`src/rtl/imm_ext_pkg.sv`:
```
// imm_ext_pkg: shared types and width defaults for the immediate-extension stage.
package imm_ext_pkg;

    localparam int unsigned IMM_IN_W_DEF  = 16;
    localparam int unsigned IMM_OUT_W_DEF = 32;

    typedef enum logic [1:0] {
        IMM_ZERO   = 2'd0,
        IMM_SIGN   = 2'd1,
        IMM_UPPER  = 2'd2,
        IMM_BRANCH = 2'd3
    } imm_mode_e;

    // Occupancy of the main/skid register pair.
    typedef enum logic [1:0] {
        OCC_EMPTY = 2'd0,
        OCC_ONE   = 2'd1,
        OCC_FULL  = 2'd2
    } occ_state_e;

endpackage

```
`src/rtl/imm_ext_if.sv`:
```
// imm_ext_if: ready/valid bus between IR decode, the extension stage and the ALU operand mux.
// slave  = view of the extension unit, master = view of the surrounding datapath.
interface imm_ext_if
    import imm_ext_pkg::*;
#(
    parameter int unsigned IN_W  = IMM_IN_W_DEF,
    parameter int unsigned OUT_W = IMM_OUT_W_DEF
);
    logic             in_valid;
    logic             in_ready;
    logic [IN_W-1:0]  in_imm;
    imm_mode_e        in_mode;
    logic             out_valid;
    logic             out_ready;
    logic [OUT_W-1:0] out_imm;
    logic             out_neg;

    modport slave (
        input  in_valid, in_imm, in_mode, out_ready,
        output in_ready, out_valid, out_imm, out_neg
    );

    modport master (
        output in_valid, in_imm, in_mode, out_ready,
        input  in_ready, out_valid, out_imm, out_neg
    );
endinterface

```
`src/rtl/imm_ext_core.sv`:
```
// imm_ext_core: combinational width-generic immediate extender.
// Macro IMM_EXT_BRANCH_EN: when defined, mode 3 sign-extends and shifts left by
// BR_SHIFT; when undefined, mode 3 behaves as SIGN and no shifter is built.
module imm_ext_core
    import imm_ext_pkg::*;
#(
    parameter int unsigned IN_W     = IMM_IN_W_DEF,
    parameter int unsigned OUT_W    = IMM_OUT_W_DEF,
    parameter int unsigned BR_SHIFT = 2
) (
    input  logic [IN_W-1:0]  i_imm,
    input  imm_mode_e        i_mode,
    output logic [OUT_W-1:0] o_ext
);

    if ((IN_W < 2) || (IN_W >= OUT_W) || (BR_SHIFT >= OUT_W - IN_W)) begin : g_param_check
        $error("imm_ext_core: invalid IN_W/OUT_W/BR_SHIFT combination");
    end

    logic [OUT_W-1:0] w_zero;
    logic [OUT_W-1:0] w_sign;
    logic [OUT_W-1:0] w_upper;

    assign w_zero  = {{(OUT_W-IN_W){1'b0}}, i_imm};
    assign w_sign  = {{(OUT_W-IN_W){i_imm[IN_W-1]}}, i_imm};
    assign w_upper = {i_imm, {(OUT_W-IN_W){1'b0}}};

`ifdef IMM_EXT_BRANCH_EN
    logic [OUT_W-1:0] w_branch;
    // Bits shifted past the MSB fall off; low BR_SHIFT bits fill with zero.
    assign w_branch = w_sign << BR_SHIFT;
`endif

    // Select the extension form for the requested mode.
    always_comb begin
        o_ext = w_zero;
        case (i_mode)
            IMM_ZERO:   o_ext = w_zero;
            IMM_SIGN:   o_ext = w_sign;
            IMM_UPPER:  o_ext = w_upper;
`ifdef IMM_EXT_BRANCH_EN
            IMM_BRANCH: o_ext = w_branch;
`else
            IMM_BRANCH: o_ext = w_sign;
`endif
            default:    o_ext = w_zero;
        endcase
    end

endmodule

```
`src/rtl/imm_ext_unit.sv`:
```
// imm_ext_unit: registered immediate-generation stage with a two-entry skid buffer.
// Macro IMM_EXT_BRANCH_EN (passed through to imm_ext_core) enables BRANCH mode.
// Results are computed once on acceptance and stored; out_* come straight from
// registers and in_ready is registered from the next occupancy state.
module imm_ext_unit
    import imm_ext_pkg::*;
#(
    parameter int unsigned IN_W     = IMM_IN_W_DEF,
    parameter int unsigned OUT_W    = IMM_OUT_W_DEF,
    parameter int unsigned BR_SHIFT = 2
) (
    input  logic       clk,
    input  logic       rst_n,
    input  logic       flush,
    imm_ext_if.slave   bus
);

    logic [OUT_W-1:0] w_ext;
    logic [OUT_W-1:0] r_main;
    logic [OUT_W-1:0] r_skid;
    logic [OUT_W-1:0] w_main_nxt;
    logic [OUT_W-1:0] w_skid_nxt;
    occ_state_e       r_state;
    occ_state_e       w_state_nxt;
    logic             r_in_ready;
    logic             w_acc;
    logic             w_drn;

    imm_ext_core #(
        .IN_W     (IN_W),
        .OUT_W    (OUT_W),
        .BR_SHIFT (BR_SHIFT)
    ) u_core (
        .i_imm  (bus.in_imm),
        .i_mode (bus.in_mode),
        .o_ext  (w_ext)
    );

    // Handshake qualifiers; both are based on registered readiness/occupancy only.
    always_comb begin
        w_acc = bus.in_valid && r_in_ready;
        w_drn = (r_state != OCC_EMPTY) && bus.out_ready;
    end

    // Next occupancy and register contents; flush overrides any accept or drain.
    always_comb begin
        w_state_nxt = r_state;
        w_main_nxt  = r_main;
        w_skid_nxt  = r_skid;
        if (flush) begin
            w_state_nxt = OCC_EMPTY;
        end else begin
            case (r_state)
                OCC_EMPTY: begin
                    if (w_acc) begin
                        w_state_nxt = OCC_ONE;
                        w_main_nxt  = w_ext;
                    end
                end
                OCC_ONE: begin
                    if (w_acc && w_drn) begin
                        w_main_nxt = w_ext;
                    end else if (w_acc) begin
                        w_state_nxt = OCC_FULL;
                        w_skid_nxt  = w_ext;
                    end else if (w_drn) begin
                        w_state_nxt = OCC_EMPTY;
                    end
                end
                OCC_FULL: begin
                    if (w_drn) begin
                        w_state_nxt = OCC_ONE;
                        w_main_nxt  = r_skid;
                    end
                end
                default: begin
                    w_state_nxt = OCC_EMPTY;
                end
            endcase
        end
    end

    // State and storage registers; in_ready is registered from the next state.
    always_ff @(posedge clk or negedge rst_n) begin
        if (!rst_n) begin
            r_state    <= OCC_EMPTY;
            r_main     <= '0;
            r_skid     <= '0;
            r_in_ready <= 1'b1;
        end else begin
            r_state    <= w_state_nxt;
            r_main     <= w_main_nxt;
            r_skid     <= w_skid_nxt;
            r_in_ready <= (w_state_nxt != OCC_FULL);
        end
    end

    assign bus.in_ready  = r_in_ready;
    assign bus.out_valid = (r_state != OCC_EMPTY);
    assign bus.out_imm   = r_main;
    assign bus.out_neg   = r_main[OUT_W-1];

endmodule

```
`src/flat_wrapper.sv`:
```
// flat-port wrapper written by rule: the top's interface ports become plain ports
module imm_ext_unit_flat import imm_ext_pkg::*;
#(
    parameter int unsigned IN_W     = IMM_IN_W_DEF,
    parameter int unsigned OUT_W    = IMM_OUT_W_DEF,
    parameter int unsigned BR_SHIFT = 2
)
  (clk, rst_n, flush, bus_in_valid, bus_in_imm, bus_in_mode, bus_out_ready, bus_in_ready, bus_out_valid, bus_out_imm, bus_out_neg);
  imm_ext_if #(.IN_W(IN_W), .OUT_W(OUT_W)) bus_i ();
  input  logic clk;
  input  logic rst_n;
  input  logic flush;
  input wire logic [$bits(bus_i.in_valid)-1:0] bus_in_valid;
  input wire logic [$bits(bus_i.in_imm)-1:0] bus_in_imm;
  input wire logic [$bits(bus_i.in_mode)-1:0] bus_in_mode;
  input wire logic [$bits(bus_i.out_ready)-1:0] bus_out_ready;
  output wire logic [$bits(bus_i.in_ready)-1:0] bus_in_ready;
  output wire logic [$bits(bus_i.out_valid)-1:0] bus_out_valid;
  output wire logic [$bits(bus_i.out_imm)-1:0] bus_out_imm;
  output wire logic [$bits(bus_i.out_neg)-1:0] bus_out_neg;
  assign bus_i.in_valid = bus_in_valid;
  assign bus_i.in_imm = bus_in_imm;
  assign bus_i.in_mode = bus_in_mode;
  assign bus_i.out_ready = bus_out_ready;
  assign bus_in_ready = bus_i.in_ready;
  assign bus_out_valid = bus_i.out_valid;
  assign bus_out_imm = bus_i.out_imm;
  assign bus_out_neg = bus_i.out_neg;
  imm_ext_unit #(.IN_W(IN_W), .OUT_W(OUT_W), .BR_SHIFT(BR_SHIFT)) u_core (.clk(clk), .rst_n(rst_n), .flush(flush), .bus(bus_i));
endmodule
```
`config.mk`:
```
export PLATFORM = sky130hd
export DESIGN_NAME = imm_ext_unit_flat
export DESIGN_NICKNAME = d
export VERILOG_FILES = /design/src/rtl/imm_ext_pkg.sv /design/src/rtl/imm_ext_if.sv /design/src/rtl/imm_ext_core.sv /design/src/rtl/imm_ext_unit.sv /design/src/flat_wrapper.sv
export SDC_FILE = /design/constraint.sdc
export NUM_CORES = 1
export LEC_CHECK = 0
export ABC_AREA = 1
export CORE_ASPECT_RATIO = 0.7
export CORE_MARGIN = 10
export CORE_UTILIZATION = 45
export CTS_CLUSTER_SIZE = 28
export DETAILED_ROUTE_END_ITERATION = 7
export PLACE_DENSITY = 0.7
export SLEW_MARGIN = 5
export SYNTH_ARGS = -nofsm -noshare
export SYNTH_HDL_FRONTEND = slang
export SYNTH_HIERARCHICAL = 1
export SYNTH_SLANG_ARGS = --single-unit
```
`constraint.sdc`:
```
create_clock -name clk -period 2.31 [get_ports clk]
set_clock_uncertainty 0.2 [all_clocks]
set_input_delay 0.462 -clock clk [delete_from_list [all_inputs] [get_ports clk]]
set_output_delay 0.462 -clock clk [all_outputs]
set_load 0.1 [all_outputs]
```
Word-level counts from Yosys, hierarchy flattened
Cells that the tools add are included.
- register bits after elaboration: 67
- bits of input ports: 23
- output and inout bits: 35
- word-level logic and storage cells: 37
- equality and inequality tests: 9
- multiplexer cells: 12
- bitwise operators: 2
- reduce and logical (&&, ||, !) cells: 10
- operator list (cell ; count):
    32-bit one-hot mux with 3 select lines ; 2
    32-bit two-way mux ; 3
    2-bit two-way mux ; 6
    2-bit equality test, second input constant ; 3
    2-bit by 1-bit != test with 1-bit output, second input constant ; 3
    2-bit one-hot mux with 3 select lines ; 1
    5-bit AND reduction ; 1
    2-bit by 1-bit equality test with 1-bit output, second input constant ; 2
    2-bit zero test ; 2
    4-bit AND reduction ; 1
    1-bit logical AND ; 3
    3-bit nonzero test ; 1
    2-bit != test, second input constant ; 1
    1-bit NOT ; 2
    2-bit nonzero test ; 1
    2-bit OR reduction ; 1

Logic depth before layout (Yosys ltp)
- depth in word-level cells: 8
- depth in mapped cells: 9

By module
Netlist, hierarchy kept.
- by module, submodules not included (module ; times used ; cells an instance ; area each (um^2) ; sequential area each (um^2)):
    imm_ext_unit ; 1 ; 415 ; 3198.1 ; 1677.9
    imm_ext_core ; 1 ; 73 ; 330.3 ; 0.0

Worst setup path after synthesis
No wires, ideal clock.
- path type: register -> register
- start point: reg u_core.r_in_ready (netlist: u_core/bus.in_ready)
- end point: reg u_core.r_skid[10]
- data arrival time: 1.784 ns
- required time: 1.993 ns
- slack: 0.209 ns
- stages on the path, launching flop included: 7
- buffers on the path: 1
- clock period less this slack: 2.101 ns
- path through: dfstp_2 -> nand2_1 -> nor3_2 -> nand2_1 -> clkbuf_1 -> nand2_1 -> nand2_1
- longest elaborated chain between the ends: 4
- RTL lines (item ; line ; RTL):
    start, declared ; imm_ext_unit.sv:25 ; logic r_in_ready;
    start signal, assigned ; imm_ext_unit.sv:94 ; r_in_ready <= (w_state_nxt != OCC_FULL);
    1-bit logical AND * ; imm_ext_unit.sv:41 ; w_acc = bus.in_valid && r_in_ready;
    1-bit logical AND ; imm_ext_unit.sv:61 ; if (w_acc && w_drn) begin
    1-bit NOT (no line) ; - ;
    4-bit AND reduction (no line) * ; - ;
    end signal, assigned ; imm_ext_unit.sv:93 ; r_skid <= w_skid_nxt;
    end, declared ; imm_ext_unit.sv:20 ; logic [OUT_W-1:0] r_skid;
Every way passes the cells marked *; elsewhere a longest branch is shown, timed or not.
A chain may end at the register's enable or synchronous reset.

Final worst setup path
- start point: reg u_core.r_state[0]
- end point: out bus_out_valid
- longest elaborated chain between the ends: 1
- RTL lines (item ; line ; RTL):
    start, declared ; imm_ext_unit.sv:23 ; occ_state_e r_state;
    start signal, assigned ; imm_ext_unit.sv:91 ; r_state <= w_state_nxt;
    2-bit nonzero test ; imm_ext_unit.sv:99 ; assign bus.out_valid = (r_state != OCC_EMPTY);
    end, declared ; flat_wrapper.sv:18 ; output wire logic [$bits(bus_i.out_valid)-1:0] bus_out_valid;
Every way passes these cells.

==> results summary <==
The CTS H-tree depth came out at 3. STA puts the critical path data arrival time at 1380 ps. The post-route minimum period came out at 2040 ps. Derived from the worst setup path, the maximum achievable clock frequency is 490 MHz. The buffer count from post-CTS setup fixing is 0. The power per standard cell area came out at 958 nW/um^2. The worst hold slack came out at 271 ps. The clock latency at the later pin of the worst-skew pair is 350 ps. Summed over all nets, the switching power comes to 1890 uW.

The final estimated routing congestion in global placement came out at 0.835. Setup violations remaining at the end of the flow were counted as 0. The DRC violation total after the first TritonRoute iteration came out at 347. Per report_power, the sequential group accounts for 37.6% of the total. Combinational logic is responsible for 40.8% of the overall power.

Headroom to the max-slew limit came out at 58.4%. The number of endpoints with negative hold slack in the final report came out at 0. The average wire per standard cell is 15.7 um. The max-cap violation count is 0. For the pin with the worst max-slew slack, the measured transition is 624 ps. For this configuration, the core starts out at a cell density of 47.4%. The nature of the critical path endpoint is an output port. Adding up every negative setup slack in the final design gives 0 ps. The global-route wire length before repair is 16.6 mm. By startpoint and endpoint, the worst setup path is classified as reg -> out. The growth of design area from synthesis to finish came out at 22.7%. The worst-case vdd ir drop came out at 0.000531 V. The count of input and output buffers came out at 57. The floorplan step defined a die boundary enclosing 11800 um^2. The total wire length after detailed routing came out at 10.0 mm. The worst setup path is launched from a flip-flop. The initial antenna violation count came out at 0.

The number of nets produced by synthesis is 511. The core footprint is 7450 um^2. The number of library cell types mapped by synthesis is 20. The number of top-level design ports is 58.

The die span in y is 94.1 um. The count of warnings emitted by yosys came out at 6. The CTS tree is done. The via count of the first global-routing pass is 3208. The share of the clock period used by the worst path is 88.3%. The ratio of cells with drive above 1 in the final layout came out at 14.4%.

The final number of max-transition violations is 0. The number of buffers created by CTS is 9. Entering global routing, the biggest net connects 33 pins. In this run the core area contains 26 standard-cell rows. The clock passes through at most 2 buffers.

The aggregate global-route resource usage came out at 17.0%. The design internal power is 2260 uW. For this design, the sink count on the clock tree is 67. Along the worst path, the maximum fanout reaches 16. In this run the clock root is driven by a sky130_fd_sc_hd__clkbuf_8.

The horizontal die dimension is 126 um. The cell area after synthesis is 3530 um^2. Once detailed placement completed, the half-perimeter wirelength came to 6.67 mm. The sequential area share after synthesis is 47.6%.

The number of antenna repair diodes came out at 0. The synthesized flop and latch total came out at 67. The path class of the lowest-slack min-delay path is reg -> reg. The clock network fraction of design power came out at 21.6%. Clock-pin slew was measured on the worst setup and hold paths at 60 ps. Setup repair after global routing left no endpoint under its margin.

The number of vias per cell came out at 5.30. After the last flow step, the layout net total stands at 560. The proportion of total power due to net switching came out at 45.5%. After technology mapping, the gate count stands at 488. The DRC violations left came out at 0.

The post-cts sizing count came out at 0. The critical path required time is 1650 ps. The run finished with clean final reports. The remaining global-route overflow is 0. The antenna violation net count after detailed routing is 0. The number of search-and-repair iterations in the first detailed-routing pass is 5. The leakage power came out at 0.00243 uW. The total number of vias is 3387. The mean instance size in the synthesized netlist is 7.23 um^2.
## final timing paths
check	start	end	slack (ps)	cells after the start
worst max-delay path	u_core/r_state[0]	bus_out_valid	270	3
worst min-delay path	u_core/bus.out_imm[28]	u_core/bus.out_imm[28]	270	2
worst max register to register	u_core/bus.in_ready	u_core/r_skid[15]	550	6
worst min register to register	u_core/bus.out_imm[28]	u_core/bus.out_imm[28]	270	2
max in group asynchronous	rst_n	u_core/bus.out_imm[22]	840	3
min in group asynchronous	rst_n	u_core/bus.out_imm[14]	470	2
## flip-flops by register name, indices dropped and copies added, names as in the netlist
signal,flops
u_core/bus.in_ready,1
u_core/bus.out_imm,32
u_core/r_skid,32
u_core/r_state,2
## routing by layer
| metal | share of wire [%] | routed length [um] | vias to the layer above | GRT usage (%) |
|---|---|---|---|---|
| li1 | - | - | 1669 | - |
| met1 | 46 | 4630 | 1586 | 23.2 |
| met2 | 44 | 4470 | 121 | 25.7 |
| met3 | 8.5 | 857 | 11 | 5.02 |
| met4 | 0.91 | 91 | 0 | 4.63 |
| met5 | 0 | 0 | - | 0 |
## worst max-delay path, stage by stage (launching register included)
cell and delay [ps]:
sky130_fd_sc_hd__dfrtp_1 410, sky130_fd_sc_hd__inv_2 250, sky130_fd_sc_hd__nand2_1 170, sky130_fd_sc_hd__buf_12 200
## cell usage after synthesis
| cell type | number | area (um^2) |
|---|---|---|
| sky130_fd_sc_hd__a22oi_1 | 1 | 7.51 |
| sky130_fd_sc_hd__buf_1 | 6 | 22.5 |
| sky130_fd_sc_hd__buf_2 | 8 | 40.0 |
| sky130_fd_sc_hd__buf_4 | 5 | 37.5 |
| sky130_fd_sc_hd__buf_6 | 3 | 33.8 |
| sky130_fd_sc_hd__clkbuf_1 | 15 | 56.3 |
| sky130_fd_sc_hd__dfrtp_1 | 66 | 1650 |
| sky130_fd_sc_hd__dfstp_2 | 1 | 26.3 |
| sky130_fd_sc_hd__inv_1 | 20 | 75.1 |
| sky130_fd_sc_hd__inv_2 | 4 | 15.0 |
| sky130_fd_sc_hd__nand2_1 | 219 | 822 |
| sky130_fd_sc_hd__nand2_2 | 1 | 6.26 |
| sky130_fd_sc_hd__nand3_1 | 81 | 405 |
| sky130_fd_sc_hd__nand4_1 | 33 | 206 |
| sky130_fd_sc_hd__nand4_2 | 1 | 12.5 |
| sky130_fd_sc_hd__nor2_1 | 19 | 71.3 |
| sky130_fd_sc_hd__nor2_2 | 2 | 12.5 |
| sky130_fd_sc_hd__nor2_4 | 1 | 11.3 |
| sky130_fd_sc_hd__nor3_2 | 1 | 10.0 |
| sky130_fd_sc_hd__o21ai_0 | 1 | 5.00 |
## cells in the final DEF (no fill, tap or decap), drive strengths merged
cell type and instances:
a22oi 1, buf 53, clkbuf 13, clkdlybuf4s50 21, clkinv 2, dfrtp 66
dfstp 1, dlygate4sd3 1, inv 24, nand2 220, nand3 81, nand4 34
nor2 22, nor3 1, o21ai 1
## metrics by stage
step | area, um^2 | total power [uW] | instances | util (%) | worst slack (ps)
6_report | 4330 | 4150 | 639 | 58.1 | 271
5_1_grt | 4330 | 4360 | 639 | 58.1 | 220
4_1_cts | 4330 | 4180 | 639 | 58.1 | 278
3_5_place_dp | 4140 | 3280 | 623 | 55.6 | 171
3_3_place_gp | 4140 | 3250 | 623 | 55.6 | 230
2_1_floorplan | 3530 | 2840 | 488 | - | 209
## area by class of cell
type                       count  area (um^2)
clock buffer                  13          169
clock inverter                 2         10.0
fill                         728         3120
inverter                      24         90.1
multi-input combinational    360         1570
sequential                    67         1680
tap                           98          123
timing repair buffer          75          691
## power by group through the flow
stage / combinational, uW / clock [uW] / sequential, uW
floorplan: 443 / 0 / 2400
global placement: 1680 / 0 / 1570
detailed placement: 1700 / 0 / 1580
CTS: 1700 / 919 / 1560
global route: 1800 / 971 / 1590
finish: 1690 / 896 / 1560
## timing repair
item,4_1_cts,5_1_grt
hold buffers,1,0
setup endpoints to repair,0,0
endpoints found under the hold margin,22,0
## cells by family after synthesis
kind of cell / count (synthesis) / synth area share, %
compound gates: 2 / 0.355
buf+inv: 61 / 7.94
flops: 67 / 47.6
simple gates: 358 / 44.1
No activity file was read; power rests on OpenSTA's default activity.
